==> config.mk <==
export PLATFORM = sky130hd
export DESIGN_NAME = dpll_loop_ctrl
export DESIGN_NICKNAME = d
export VERILOG_FILES = /design/src/rtl/dpll_loop_ctrl.sv
export SDC_FILE = /design/constraint.sdc
export NUM_CORES = 1
export LEC_CHECK = 0
export ABC_AREA = 1
export CAP_MARGIN = 20
export CORE_MARGIN = 3
export CORE_UTILIZATION = 45
export DETAILED_ROUTE_END_ITERATION = 7
export HOLD_SLACK_MARGIN = 0.06
export PLACE_DENSITY = 0.76
export SLEW_MARGIN = 20
export SYNTH_ARGS = -nofsm -noshare
export SYNTH_HDL_FRONTEND = slang
export SYNTH_SLANG_ARGS = --single-unit
==> constraint.sdc <==
create_clock -name Clock -period 7.36 [get_ports Clock]
set_input_delay 2.208 -clock Clock [delete_from_list [all_inputs] [get_ports Clock]]
set_output_delay 2.208 -clock Clock [all_outputs]
set_load 0.005 [all_outputs]
==> src/rtl/dpll_loop_ctrl.sv <==
// Digital PLL loop controller: turns PFD measurements into a saturating DCO
// tuning word and sequences the loop through acquire, track and locked phases.
module dpll_loop_ctrl #(
  parameter int unsigned N_BIT     = 8,
  parameter int unsigned CODE_W    = 10,
  parameter int unsigned CODE_INIT = 512,
  parameter int unsigned ACQ_SHIFT = 0,
  parameter int unsigned TRK_SHIFT = 2,
  parameter int unsigned ACQ_TOL   = 8,
  parameter int unsigned LOCK_TOL  = 2,
  parameter int unsigned LOCK_CNT  = 8,
  parameter int unsigned TO_STEP   = 64
) (
  input  logic              Clock,
  input  logic              nReset,
  input  logic              enable,
  input  logic              pfd_ready,
  input  logic              pfd_timeout,
  input  logic              pfd_first_second,
  input  logic [N_BIT-1:0]  pfd_diff_1,
  input  logic [N_BIT-1:0]  pfd_diff_2,
  output logic [CODE_W-1:0] dco_code,
  output logic              code_valid,
  output logic              locked,
  output logic [1:0]        loop_state,
  output logic [N_BIT:0]    err_out
);

  localparam int unsigned ERR_W = N_BIT + 1;
  localparam int unsigned SUM_W = CODE_W + 2;
  localparam int unsigned CNT_W = $clog2(LOCK_CNT + 1);

  typedef enum logic [1:0] {
    ST_IDLE    = 2'd0,
    ST_ACQUIRE = 2'd1,
    ST_TRACK   = 2'd2,
    ST_LOCKED  = 2'd3
  } state_t;

  state_t                   state;
  logic                     ready_q;
  logic                     timeout_q;
  logic                     pend_sample;
  logic                     pend_timeout;
  logic                     pend_fs;
  logic signed [ERR_W-1:0]  err_cap;
  logic [CNT_W-1:0]         lock_cnt;

  logic                     sample_ev;
  logic                     timeout_ev;
  logic signed [ERR_W-1:0]  err_new;
  logic signed [ERR_W-1:0]  err_shifted;
  logic [ERR_W-1:0]         err_abs;
  logic                     in_acq_tol;
  logic                     in_lock_tol;
  logic signed [SUM_W-1:0]  to_step;
  logic signed [SUM_W-1:0]  delta;
  logic signed [SUM_W-1:0]  sum;
  logic [CODE_W-1:0]        code_sat;

  assign sample_ev  = pfd_ready & ~ready_q;
  assign timeout_ev = pfd_timeout & ~timeout_q;
  assign err_new    = $signed({1'b0, pfd_diff_1}) - $signed({1'b0, pfd_diff_2});

  // Step size comes from the state before any transition on this edge.
  assign err_shifted = (state == ST_ACQUIRE) ? (err_cap >>> ACQ_SHIFT) : (err_cap >>> TRK_SHIFT);
  assign err_abs     = err_cap[ERR_W-1] ? ERR_W'(-err_cap) : ERR_W'(err_cap);
  assign in_acq_tol  = (32'(err_abs) <= ACQ_TOL);
  assign in_lock_tol = (32'(err_abs) <= LOCK_TOL);

  assign to_step = $signed(SUM_W'(TO_STEP));
  assign delta   = pend_timeout ? (pend_fs ? -to_step : to_step) : SUM_W'(err_shifted);
  assign sum     = $signed({2'b00, dco_code}) + delta;

  // Negative sums clamp to zero, anything above the code range clamps to full scale.
  always_comb begin
    code_sat = sum[CODE_W-1:0];
    if (sum[SUM_W-1]) begin
      code_sat = '0;
    end else if (sum[SUM_W-2:CODE_W] != '0) begin
      code_sat = '1;
    end
  end

  assign loop_state = state;

  always_ff @(posedge Clock or negedge nReset) begin
    if (!nReset) begin
      state        <= ST_IDLE;
      ready_q      <= 1'b0;
      timeout_q    <= 1'b0;
      pend_sample  <= 1'b0;
      pend_timeout <= 1'b0;
      pend_fs      <= 1'b0;
      err_cap      <= '0;
      lock_cnt     <= '0;
      dco_code     <= CODE_W'(CODE_INIT);
      code_valid   <= 1'b0;
      locked       <= 1'b0;
      err_out      <= '0;
    end else begin
      ready_q      <= pfd_ready;
      timeout_q    <= pfd_timeout;
      code_valid   <= 1'b0;
      pend_sample  <= 1'b0;
      pend_timeout <= 1'b0;

      // Capture stage: a timeout pre-empts a coincident sample; IDLE discards both.
      if (enable && state != ST_IDLE) begin
        if (timeout_ev) begin
          pend_timeout <= 1'b1;
          pend_fs      <= pfd_first_second;
        end else if (sample_ev) begin
          pend_sample <= 1'b1;
          err_cap     <= err_new;
        end
      end

      if (!enable) begin
        state    <= ST_IDLE;
        locked   <= 1'b0;
        lock_cnt <= '0;
      end else if (state == ST_IDLE) begin
        state <= ST_ACQUIRE;
      end else if (pend_timeout) begin
        dco_code   <= code_sat;
        code_valid <= 1'b1;
        state      <= ST_ACQUIRE;
        locked     <= 1'b0;
        lock_cnt   <= '0;
      end else if (pend_sample) begin
        dco_code   <= code_sat;
        code_valid <= 1'b1;
        err_out    <= err_cap;
        case (state)
          ST_ACQUIRE: begin
            if (in_acq_tol) begin
              state    <= ST_TRACK;
              lock_cnt <= '0;
            end
          end
          ST_TRACK: begin
            if (!in_acq_tol) begin
              state    <= ST_ACQUIRE;
              lock_cnt <= '0;
            end else if (in_lock_tol) begin
              lock_cnt <= lock_cnt + 1'b1;
              if (lock_cnt == CNT_W'(LOCK_CNT - 1)) begin
                state  <= ST_LOCKED;
                locked <= 1'b1;
              end
            end else begin
              lock_cnt <= '0;
            end
          end
          ST_LOCKED: begin
            if (!in_acq_tol) begin
              state    <= ST_ACQUIRE;
              locked   <= 1'b0;
              lock_cnt <= '0;
            end
          end
          default: state <= ST_IDLE;
        endcase
      end
    end
  end

endmodule
# == Word-level counts from Yosys, hierarchy flattened ==
# Index checks and enable logic that the tools add are counted.
# totals
reg_bits,41
out_inout_bits,23
wordCells,99
# op_classes
addsub,4
reduce_logical,11
magnitude_cmp,2
n_bitwise,7
eq_ne,18
n_mux,45
# op_table
cell,count
2-to-1 mux 10 bit,4
2-to-1 mux 4 bit,8
2-to-1 mux 12 bit,2
"!= test 4 bit, second input constant",5
2-to-1 mux 2 bit,9
2-to-1 mux 1 bit,17
adder 11 x 12 -> 12 bit,1
"!= test 6 bit, second input constant",2
case mux 4 bit (3 select lines),1
AND reduction 5 bit,2
"<= comparator 9 x 2 -> 1 bit, second input constant",1
"<= comparator 9 x 4 -> 1 bit, second input constant",1
2-to-1 mux 9 bit,1
negation 9 bit,1
subtractor 8 x 8 -> 9 bit,1
2-to-1 mux 8 bit,1
"!= test 4 x 1 -> 1 bit, second input constant",2
AND reduction 7 bit,1
case mux 2 bit (3 select lines),1
AND reduction 3 bit,2
"!= test 5 x 1 -> 1 bit, second input constant",1
"!= test 5 x 4 -> 1 bit, second input constant",1
"!= test 5 bit, second input constant",1
NOT 1 bit,5
13 further kinds,16

# == Depth between registers and ports, before layout ==
# Gate-level depths: netlist of the first run.
# depth
ltp_word,10
ltp_mapped,17
mapped_depth_nobuf,16

# == Worst setup path before layout of the first run ==
# OpenSTA, ideal clock, no wires.
# synth_timing
path_type,input port to flip-flop
startpoint,in pfd_diff_1[0]
endpoint,reg err_cap[8]
required_ns,7.237
cell_stages,11
setup_slack_ns,3.717
arrival_ns,3.519
setup_time_ns,0.123
path_cell_list,inv_1 > ha_1 > fa_1 > o21ai_0 > nand2_1 > nand2_1 > a21oi_1 > nor2_1 > o21ai_0 > nand2_1 > o21ai_1
# synth_via
elab_chain_cells,1
# synth_rtl
item,line,rtl
start: declaration,20,"input logic [N_BIT-1:0] pfd_diff_1,"
subtractor 8 x 8 -> 9 bit,63,"assign err_new = $signed({1'b0, pfd_diff_1}) - $signed({1'b0, pfd_diff_2});"
end signal: assignment,115,err_cap <= err_new;
end: declaration,46,logic signed [ERR_W-1:0] err_cap;
# No other way between the ends.
# A chain may end at the register's enable or synchronous reset.

# == Worst setup path in the final report of the first run ==
# Ends and elaborated chain as after synthesis.

==> results of run 1 <==
==> path summary, 6_finish.rpt <==
path,cells after the start,endpoint,slack (ns)
max,12,err_cap[8]$_DFFE_PN0P_,3.35
max reg2reg,16,dco_code[1]$_DFFE_PN0P_,3.98
min,2,locked$_DFFE_PN0P_,0.47
min in group asynchronous,1,dco_code[4]$_DFFE_PN0P_,2.03
max in group asynchronous,1,err_cap[3]$_DFFE_PN0P_,4.76
min reg2reg,2,locked$_DFFE_PN0P_,0.47
==> cell usage after synthesis, types with 3 or more instances <==
library cell,n
nor2_2,4
o22ai_1,3
o21ai_0,30
xnor2_1,4
nand3_1,27
inv_1,53
nand3_2,3
nor3_1,5
nand2_2,4
a21oi_1,19
nand2_1,117
nand4_1,4
inv_2,3
dfrtp_1,40
nor2_1,35
o21ai_1,11
xor2_1,9
ha_1,23
==> power groups by stage <==
stage	clock network [mW]	registers [mW]	logic, mW
after floorplan	0	0.378	0.652
after global placement	0	0.402	0.886
after detailed placement	0	0.402	0.908
after CTS	0.222	0.401	0.919
after global routing	0.231	0.415	1.04
final	0.220	0.403	0.925
==> area by class of cell <==
type / instances / area [um^2] / share of cell area [%]
sequential: 41 / 1030 / 28.0
multi-input combinational: 319 / 1760 / 48.1
clock inverter: 3 / 65.1 / 1.77
tap: 77 / 96.3 / 2.62
clock buffer: 5 / 68.8 / 1.87
inverter: 57 / 214 / 5.83
timing repair buffer: 44 / 435 / 11.9
==> worst min-delay path, stage by stage, from the launching register on <==
cell	delay, ns
dfrtp_1	0.35
nand2_1	0.05
nand2_1	0.04
==> state kept, by name, indices dropped and copies added, names as in the netlist, 2 cells and up <==
name        cells
dco_code       10
err_cap         9
err_out         9
lock_cnt        4
loop_state      2
==> cell usage in the layout, fill, tap and decap left out, drive strengths merged, types with 2 or more instances in the layout <==
| cell type | n |
|---|---|
| clkdlybuf4s50 | 43 |
| fa | 2 |
| xor2 | 9 |
| a21oi | 21 |
| o21ai | 41 |
| dfrtp | 40 |
| o21bai | 2 |
| o22ai | 3 |
| nor2 | 39 |
| and2 | 2 |
| nand2 | 122 |
| clkbuf | 5 |
| nor3 | 5 |
| xnor2 | 4 |
| nand4 | 4 |
| bufinv | 2 |
| nand3 | 32 |
| a21boi | 2 |
| ha | 23 |
| inv | 56 |
| clkinv | 2 |
==> metal layers <==
metal,global-route usage [%],routed length [um]
met2,31.6,3240
met4,7.01,172
met3,3.39,355
met1,26.3,3400
met5,0,0
==> cell families (layout without fill, tap and decap cells) <==
group / after synthesis / after routing / synth area share, %
AND/OR/NAND/NOR: 208 / 208 / 30.4
flip-flops: 41 / 41 / 33.8
XOR/XNOR: 13 / 13 / 3.75
buffers and inverters: 62 / 109 / 8.08
AO/OA/AOI/OAI: 73 / 73 / 13.2
adder cells (fa/ha/maj): 25 / 25 / 10.8
==> stage by stage <==
step | worst slack (ns) | area [um^2] | hold WS (ns)
after floorplan | 3.72 | 3040 | 0.450
after global placement | 3.16 | 3540 | 0.454
after detailed placement | 3.05 | 3540 | 0.460
after CTS | 3.36 | 3670 | 0.481
after global routing | 3.18 | 3670 | 0.514
final | 3.35 | 3670 | 0.474
==> results.py, run 1 <==
metrics = {
    "clock_network": {
        "ctsRootBufferMaster": "clkbuf_8",
        "tritoncts.num_buffers": 5,
        "cts_htree_levels": 2,
        "clock_sinks": 41,
        "worstSkewPairLatency_ns": 0.30,
        "cts.reportedPaths.clkPinSlew_ns": 0.09,
        "cts_setup_buffers": 0,
        "cts_buffer_depth": 2,
        "clock_tree_from_tritoncts": "built",
        "cts_resized": 0,
        "ctsHoldBuffers": 0,
    },
    "yosys": {
        "synth_area_mm2": 0.00304,
        "number_of_register_bits_inferred_by_synthesis": 41,
        "post_synth.cell_area_avg_um2": 7.20,
        "synth_cells": 422,
        "synth_fp_nets": 469,
        "synth_top_area_share_pct": 33.0,
        "post_synth_num_cell_types": 40,
        "synth_top_cell_by_area": "dfrtp_1",
        "synth-async-reset-ratio_pct": 100,
        "synth.yosys.warnings": 0,
        "synth_sequential_area_ratio_pct": 33.8,
        "ys_top_cells_by_area": "dfrtp_1 (33%), nand2_1 (14%), ha_1 (9.5%), inv_1 (6.6%), o21ai_0 (4.9%)",
        "synth-edff-count": 0,
        "postSynth.topFlopCell": "dfrtp_1",
    },
    "power_and_ir_drop": {
        "clock_power_share_pct": 14.2,
        "switching_power_summed_over_all_nets_mw": 0.724,
        "fraction_of_power_consumed_by_combinational_cells_pct": 59.7,
        "netSwitchingFraction_pct": 46.8,
        "design_power_total_mw": 1.55,
        "power.static_leakage_nw": 1.92,
        "power_report.internal_total_mw": 0.824,
        "pwr_density_cell_mw_per_mm2": 422,
        "seq_power_share_pct": 26.0,
        "worst_ir_drop_vdd_v": 0.000202,
    },
    "detailed_routing": {
        "routed_wl_um": 7170,
        "wire_per_inst_um": 13.1,
        "final_antenna_net_count": 0,
        "avgViaCountPerCell": 5.26,
        "drt_first_iter_violations": 202,
        "route.detailed.drc": 0,
        "detailed_routing_iterations_pass_1": 5,
        "via_count_of_the_routed_design": 2873,
    },
    "setup_path": {
        "slowest_stage": "clkdlybuf4s50_1",
        "endpoint_kind": "register",
        "timing.rr.start": "loop_state[0]$_DFFE_PN0P_",
        "critical_path_at_ns": 4.19,
        "crit_family": "adder cells",
        "path_cells": "clkdlybuf4s50_1 -> inv_1 -> ha_1 -> fa_1 -> o21ai_0 -> nand2_1 -> nand2_1 -> a21oi_1 -> nor2_1 -> o21ai_0 -> nand2_1 -> o21ai_1",
        "cp.required_ns": 7.53,
        "crit_type": "input pin to register",
        "crit_path_max_incr_delay_ns": 0.46,
        "crit_path_frequent_cell": "nand2_1",
        "timing.critical_path.buf_inv": 2,
        "timing.critical_path.fanout_max": 2,
        "critical_path.startpoint_type": "input pin",
        "crit_path_start": "pfd_diff_1[0]",
    },
    "global_routing": {
        "grt_use_total_pct": 19.5,
        "global_route_wire_length_before_repair_um": 12000,
        "globalRoute.totalOverflow": 0,
        "pin_count_of_the_biggest_net_entering_global_routing": 42,
        "number_of_antenna_violations_at_the_first_check_in_global_routing": 0,
        "grt_pass1_vias": 2602,
    },
    "finish": {
        "final_core_util_pct": 56.8,
        "instances_no_fill": 546,
        "area_growth_pct": 20.9,
        "final_layout_size_suffix_gt1_share_pct": 6.18,
        "layout.nets": 515,
        "diodes": 0,
        "fillers": 620,
    },
    "die": {
        "row_count": 29,
        "die_h_um": 88.1,
        "core_mm2": 0.00646,
        "initial_utilization_pct": 47.0,
        "dieWidth_um": 88.1,
        "floorplan.die_area_mm2": 0.00777,
        "top_level_pins": 45,
    },
    "sta": {
        "slew_headroom_pct": 39.2,
        "setup_viol": 0,
        "timing.final.max_slew_violations": 0,
        "worst_pin_slew_ns": 0.912,
        "timing.final.crit_share_pct": 54.5,
        "grt_setup_unrepaired": "no",
        "maxClockFrequency_ghz": 0.249,
        "finalHoldViolCount": 0,
        "finalWorstPathRequiredPeriod_ns": 4.01,
        "fin_tns_setup_ns": 0,
        "fin_worst_skew_ns": 0.00761,
    },
    "placed_design": {
        "hpwl_um": 5440,
        "routabilityCongestion": 0.872,
        "portbufs": 44,
        "place.detailed.instances": 538,
    },
    "min_path": {
        "worst_hold_startpoint": "locked$_DFFE_PN0P_",
        "min-delay-path-class": "register to register",
    },
    "status": {
        "outcome": "finished, final reports clean",
    },
    "run": {
        "timing.max_cap.violations": 0,
    },
}
Power figures use the tool's default switching activity.
==> run 2, diff against run 1 <==
--- a/config.mk
+++ b/config.mk
@@ -11,7 +11,7 @@
 export CORE_UTILIZATION = 45
 export DETAILED_ROUTE_END_ITERATION = 7
 export HOLD_SLACK_MARGIN = 0.06
-export PLACE_DENSITY = 0.76
+export PLACE_DENSITY = 0.79
 export SLEW_MARGIN = 20
 export SYNTH_ARGS = -nofsm -noshare
 export SYNTH_HDL_FRONTEND = slang
==> constraint.sdc (replaced) <==
create_clock -name Clock -period 3.5 [get_ports Clock]
set_input_delay 1.05 -clock Clock [delete_from_list [all_inputs] [get_ports Clock]]
set_output_delay 1.05 -clock Clock [all_outputs]
set_load 0.005 [all_outputs]
==> run 2 against run 1 <==
- combinational power grew 110%
- global-route usage grew 0.37 points
- worst hold slack gained 0.011 ns
- register-to-register slack lost 3.5 ns
- flip-flop and latch count is the same
- final cell count grew 0.37%
- via count grew 0.31%
- clock-buffer cell count grew 2
- clock skew is essentially flat
- routed wire length is essentially flat
- sequential share of layout area is the same
- critical path type is now register to register
- largest cell class unchanged
- largest power group unchanged
- highest routed layer unchanged
==> results.py, run 2 (synthesis results as in run 1) <==
metrics = {
    "status": {
        "outcome": "finished, final reports clean",
    },
    "sta": {
        "fin_worst_skew_ns": 0.00810,
        "maxClockFrequency_ghz": 0.332,
        "final.setup.worst_slack_ns": 0.484,
        "timing.final.crit_share_pct": 86.2,
        "setup_viol": 0,
        "finalWorstPathRequiredPeriod_ns": 3.02,
        "worst_pin_slew_ns": 0.919,
        "finalHoldViolCount": 0,
        "fin_tns_setup_ns": 0,
        "timing.final.max_slew_violations": 0,
        "grt_setup_unrepaired": "no",
        "slew_headroom_pct": 38.7,
    },
    "finish": {
        "final_layout_size_suffix_gt1_share_pct": 6.58,
        "layout.nets": 517,
        "multi_input_area_mm2": 0.00177,
        "post-route-cell-area_mm2": 0.00367,
        "max_flop_register": "dco_code",
        "final_cell_mix": "nand2_1 (117), inv_1 (53), clkdlybuf4s50_1 (43)",
        "fillers": 607,
        "final_common_cell": "nand2_1",
        "largest_register_ff_count": 10,
        "largestRegisters": "dco_code (10), err_cap (9), err_out (9)",
        "area_growth_pct": 20.9,
        "diodes": 0,
        "register_area_mm2": 0.00103,
    },
    "global_routing": {
        "global_route_wire_length_before_repair_um": 12200,
        "pin_count_of_the_biggest_net_entering_global_routing": 42,
        "globalRoute.totalOverflow": 0,
        "grt_pass1_vias": 2778,
        "number_of_antenna_violations_at_the_first_check_in_global_routing": 0,
        "grt_use_total_pct": 19.9,
    },
    "clock_network": {
        "cts_buffer_depth": 2,
        "tritoncts.num_buffers": 5,
        "cts.reportedPaths.clkPinSlew_ns": 0.08,
        "ctsHoldBuffers": 0,
        "cts_htree_levels": 2,
        "clock_tree_from_tritoncts": "built",
        "worstSkewPairLatency_ns": 0.30,
        "ctsRootBufferMaster": "clkbuf_8",
        "clock_sinks": 41,
        "cts_setup_buffers": 0,
    },
    "power_and_ir_drop": {
        "seq_power_share_pct": 25.8,
        "netSwitchingFraction_pct": 47.0,
        "worst_ir_drop_vdd_v": 0.000422,
        "pwr_density_cell_mw_per_mm2": 874,
        "switching_power_summed_over_all_nets_mw": 1.51,
        "clock_power_share_pct": 12.5,
        "power_report.internal_total_mw": 1.70,
        "fraction_of_power_consumed_by_combinational_cells_pct": 61.7,
        "design_power_total_mw": 3.21,
        "power.static_leakage_nw": 1.92,
    },
    "die": {
        "initial_utilization_pct": 47.0,
        "floorplan.die_area_mm2": 0.00777,
        "row_count": 29,
        "die_h_um": 88.1,
        "dieWidth_um": 88.1,
        "core_mm2": 0.00646,
        "top_level_pins": 45,
    },
    "detailed_routing": {
        "detailed_routing_iterations_pass_1": 4,
        "wire_per_inst_um": 13.1,
        "routed_wl_um": 7180,
        "final_antenna_net_count": 0,
        "route.detailed.drc": 0,
        "drt_first_iter_violations": 183,
        "via_count_of_the_routed_design": 2882,
        "avgViaCountPerCell": 5.26,
    },
    "placed_design": {
        "routabilityCongestion": 0.870,
        "hpwl_um": 5490,
        "dpl_worst_slack_ns": 0.361,
        "placed_cell_area_mm2": 0.00355,
        "portbufs": 44,
    },
    "min_path": {
        "min_delay_path_depth": 2,
        "min-delay-path-class": "register to register",
    },
    "setup_path": {
        "path_cells": "inv_1 -> nor2_2 -> inv_1 -> a21oi_1 -> o21ai_0 -> ha_1 -> nand2_1 -> o21ai_0 -> nand3_1 -> nand3_1 -> o21ai_1 -> a21oi_2 -> o21ai_0 -> nand2_1",
        "slowest_stage": "dfrtp_1",
        "timing.critical_path.buf_inv": 2,
        "timing.critical_path.fanout_max": 13,
        "worst-r2r-cell-count": 14,
        "critical_path_at_ns": 3.26,
        "crit_path_frequent_cell": "o21ai_0",
        "cp.required_ns": 3.74,
        "cp.depth": 14,
        "crit_family": "compound AO/OA/AOI/OAI gates",
        "crit_path_max_incr_delay_ns": 0.41,
        "critical_path.startpoint_type": "register",
        "endpoint_kind": "register",
        "crit_type": "register to register",
    },
    "run": {
        "timing.max_cap.violations": 0,
    },
}
[run 2: cell count changes in the layout (fill, tap and decap cells not counted), sizes merged]
cell / previous run / this run
bufinv: 2 / 1
clkbuf: 5 / 7
buf: 1 / 3
clkinv: 2 / 1
[run 2: what timing repair did]
action | in CTS | in global routing
gates resized for setup | 0 | 1
setup endpoints to repair | 0 | 4
hold endpoints to repair | 0 | 0
[run 2: cell type report]
cell class / instances / area share (%)
Clock buffer: 7 / 2.35
Clock inverter: 1 / 0.818
Inverter: 57 / 5.83
Multi-Input combinational cell: 319 / 48.1
Sequential cell: 41 / 28.0
Tap cell: 77 / 2.62
Timing Repair Buffer: 46 / 12.3
[run 2: tightest hold or removal path, delay by kind of cell (launching register included)]
kind / cells / cell delay (ns)
DFF: 1 / 0.35
and+or+nand+nor: 2 / 0.10
[run 2: worst paths after layout]
check | startpoint | slack, ns | endpoint
setup / recovery | loop_state[0]$_DFFE_PN0P_ | 0.48 | dco_code[5]$_DFFE_PN0P_
hold / removal | locked$_DFFE_PN0P_ | 0.48 | locked$_DFFE_PN0P_
setup reg to reg | loop_state[0]$_DFFE_PN0P_ | 0.48 | dco_code[5]$_DFFE_PN0P_
hold reg to reg | locked$_DFFE_PN0P_ | 0.48 | locked$_DFFE_PN0P_
max in group asynchronous | nReset | 2.04 | locked$_DFFE_PN0P_
min in group asynchronous | nReset | 0.88 | dco_code[4]$_DFFE_PN0P_
[run 2: through the flow]
| step | hold WS, ns | utilization (%) | std cells |
|---|---|---|---|
| CTS | 0.494 | 56.8 | 548 |
| finish | 0.485 | 56.8 | 548 |
| floorplan | 0.450 | - | 422 |
| global placement | 0.461 | 55.0 | 540 |
| detailed placement | 0.474 | 55.0 | 540 |
| global route | 0.519 | 56.8 | 548 |
[run 2: metal layers]
metal | part of all wire (%) | vias up | GRT usage, %
met5 | 0 | - | 0
met4 | 1.4 | 0 | 6.32
met3 | 5.4 | 8 | 4.14
met2 | 47 | 79 | 33.2
met1 | 46 | 1334 | 25.8
li1 | - | 1461 | -
[run 2: power by group through the flow]
| stage | Combinational [mW] | Clock (mW) | Sequential (mW) |
|---|---|---|---|
| 2_1_floorplan | 1.37 | 0 | 0.796 |
| 3_3_place_gp | 1.90 | 0 | 0.821 |
| 3_5_place_dp | 1.94 | 0 | 0.826 |
| 4_1_cts | 1.97 | 0.407 | 0.823 |
| 5_1_grt | 2.23 | 0.433 | 0.850 |
| 6_report | 1.98 | 0.402 | 0.827 |
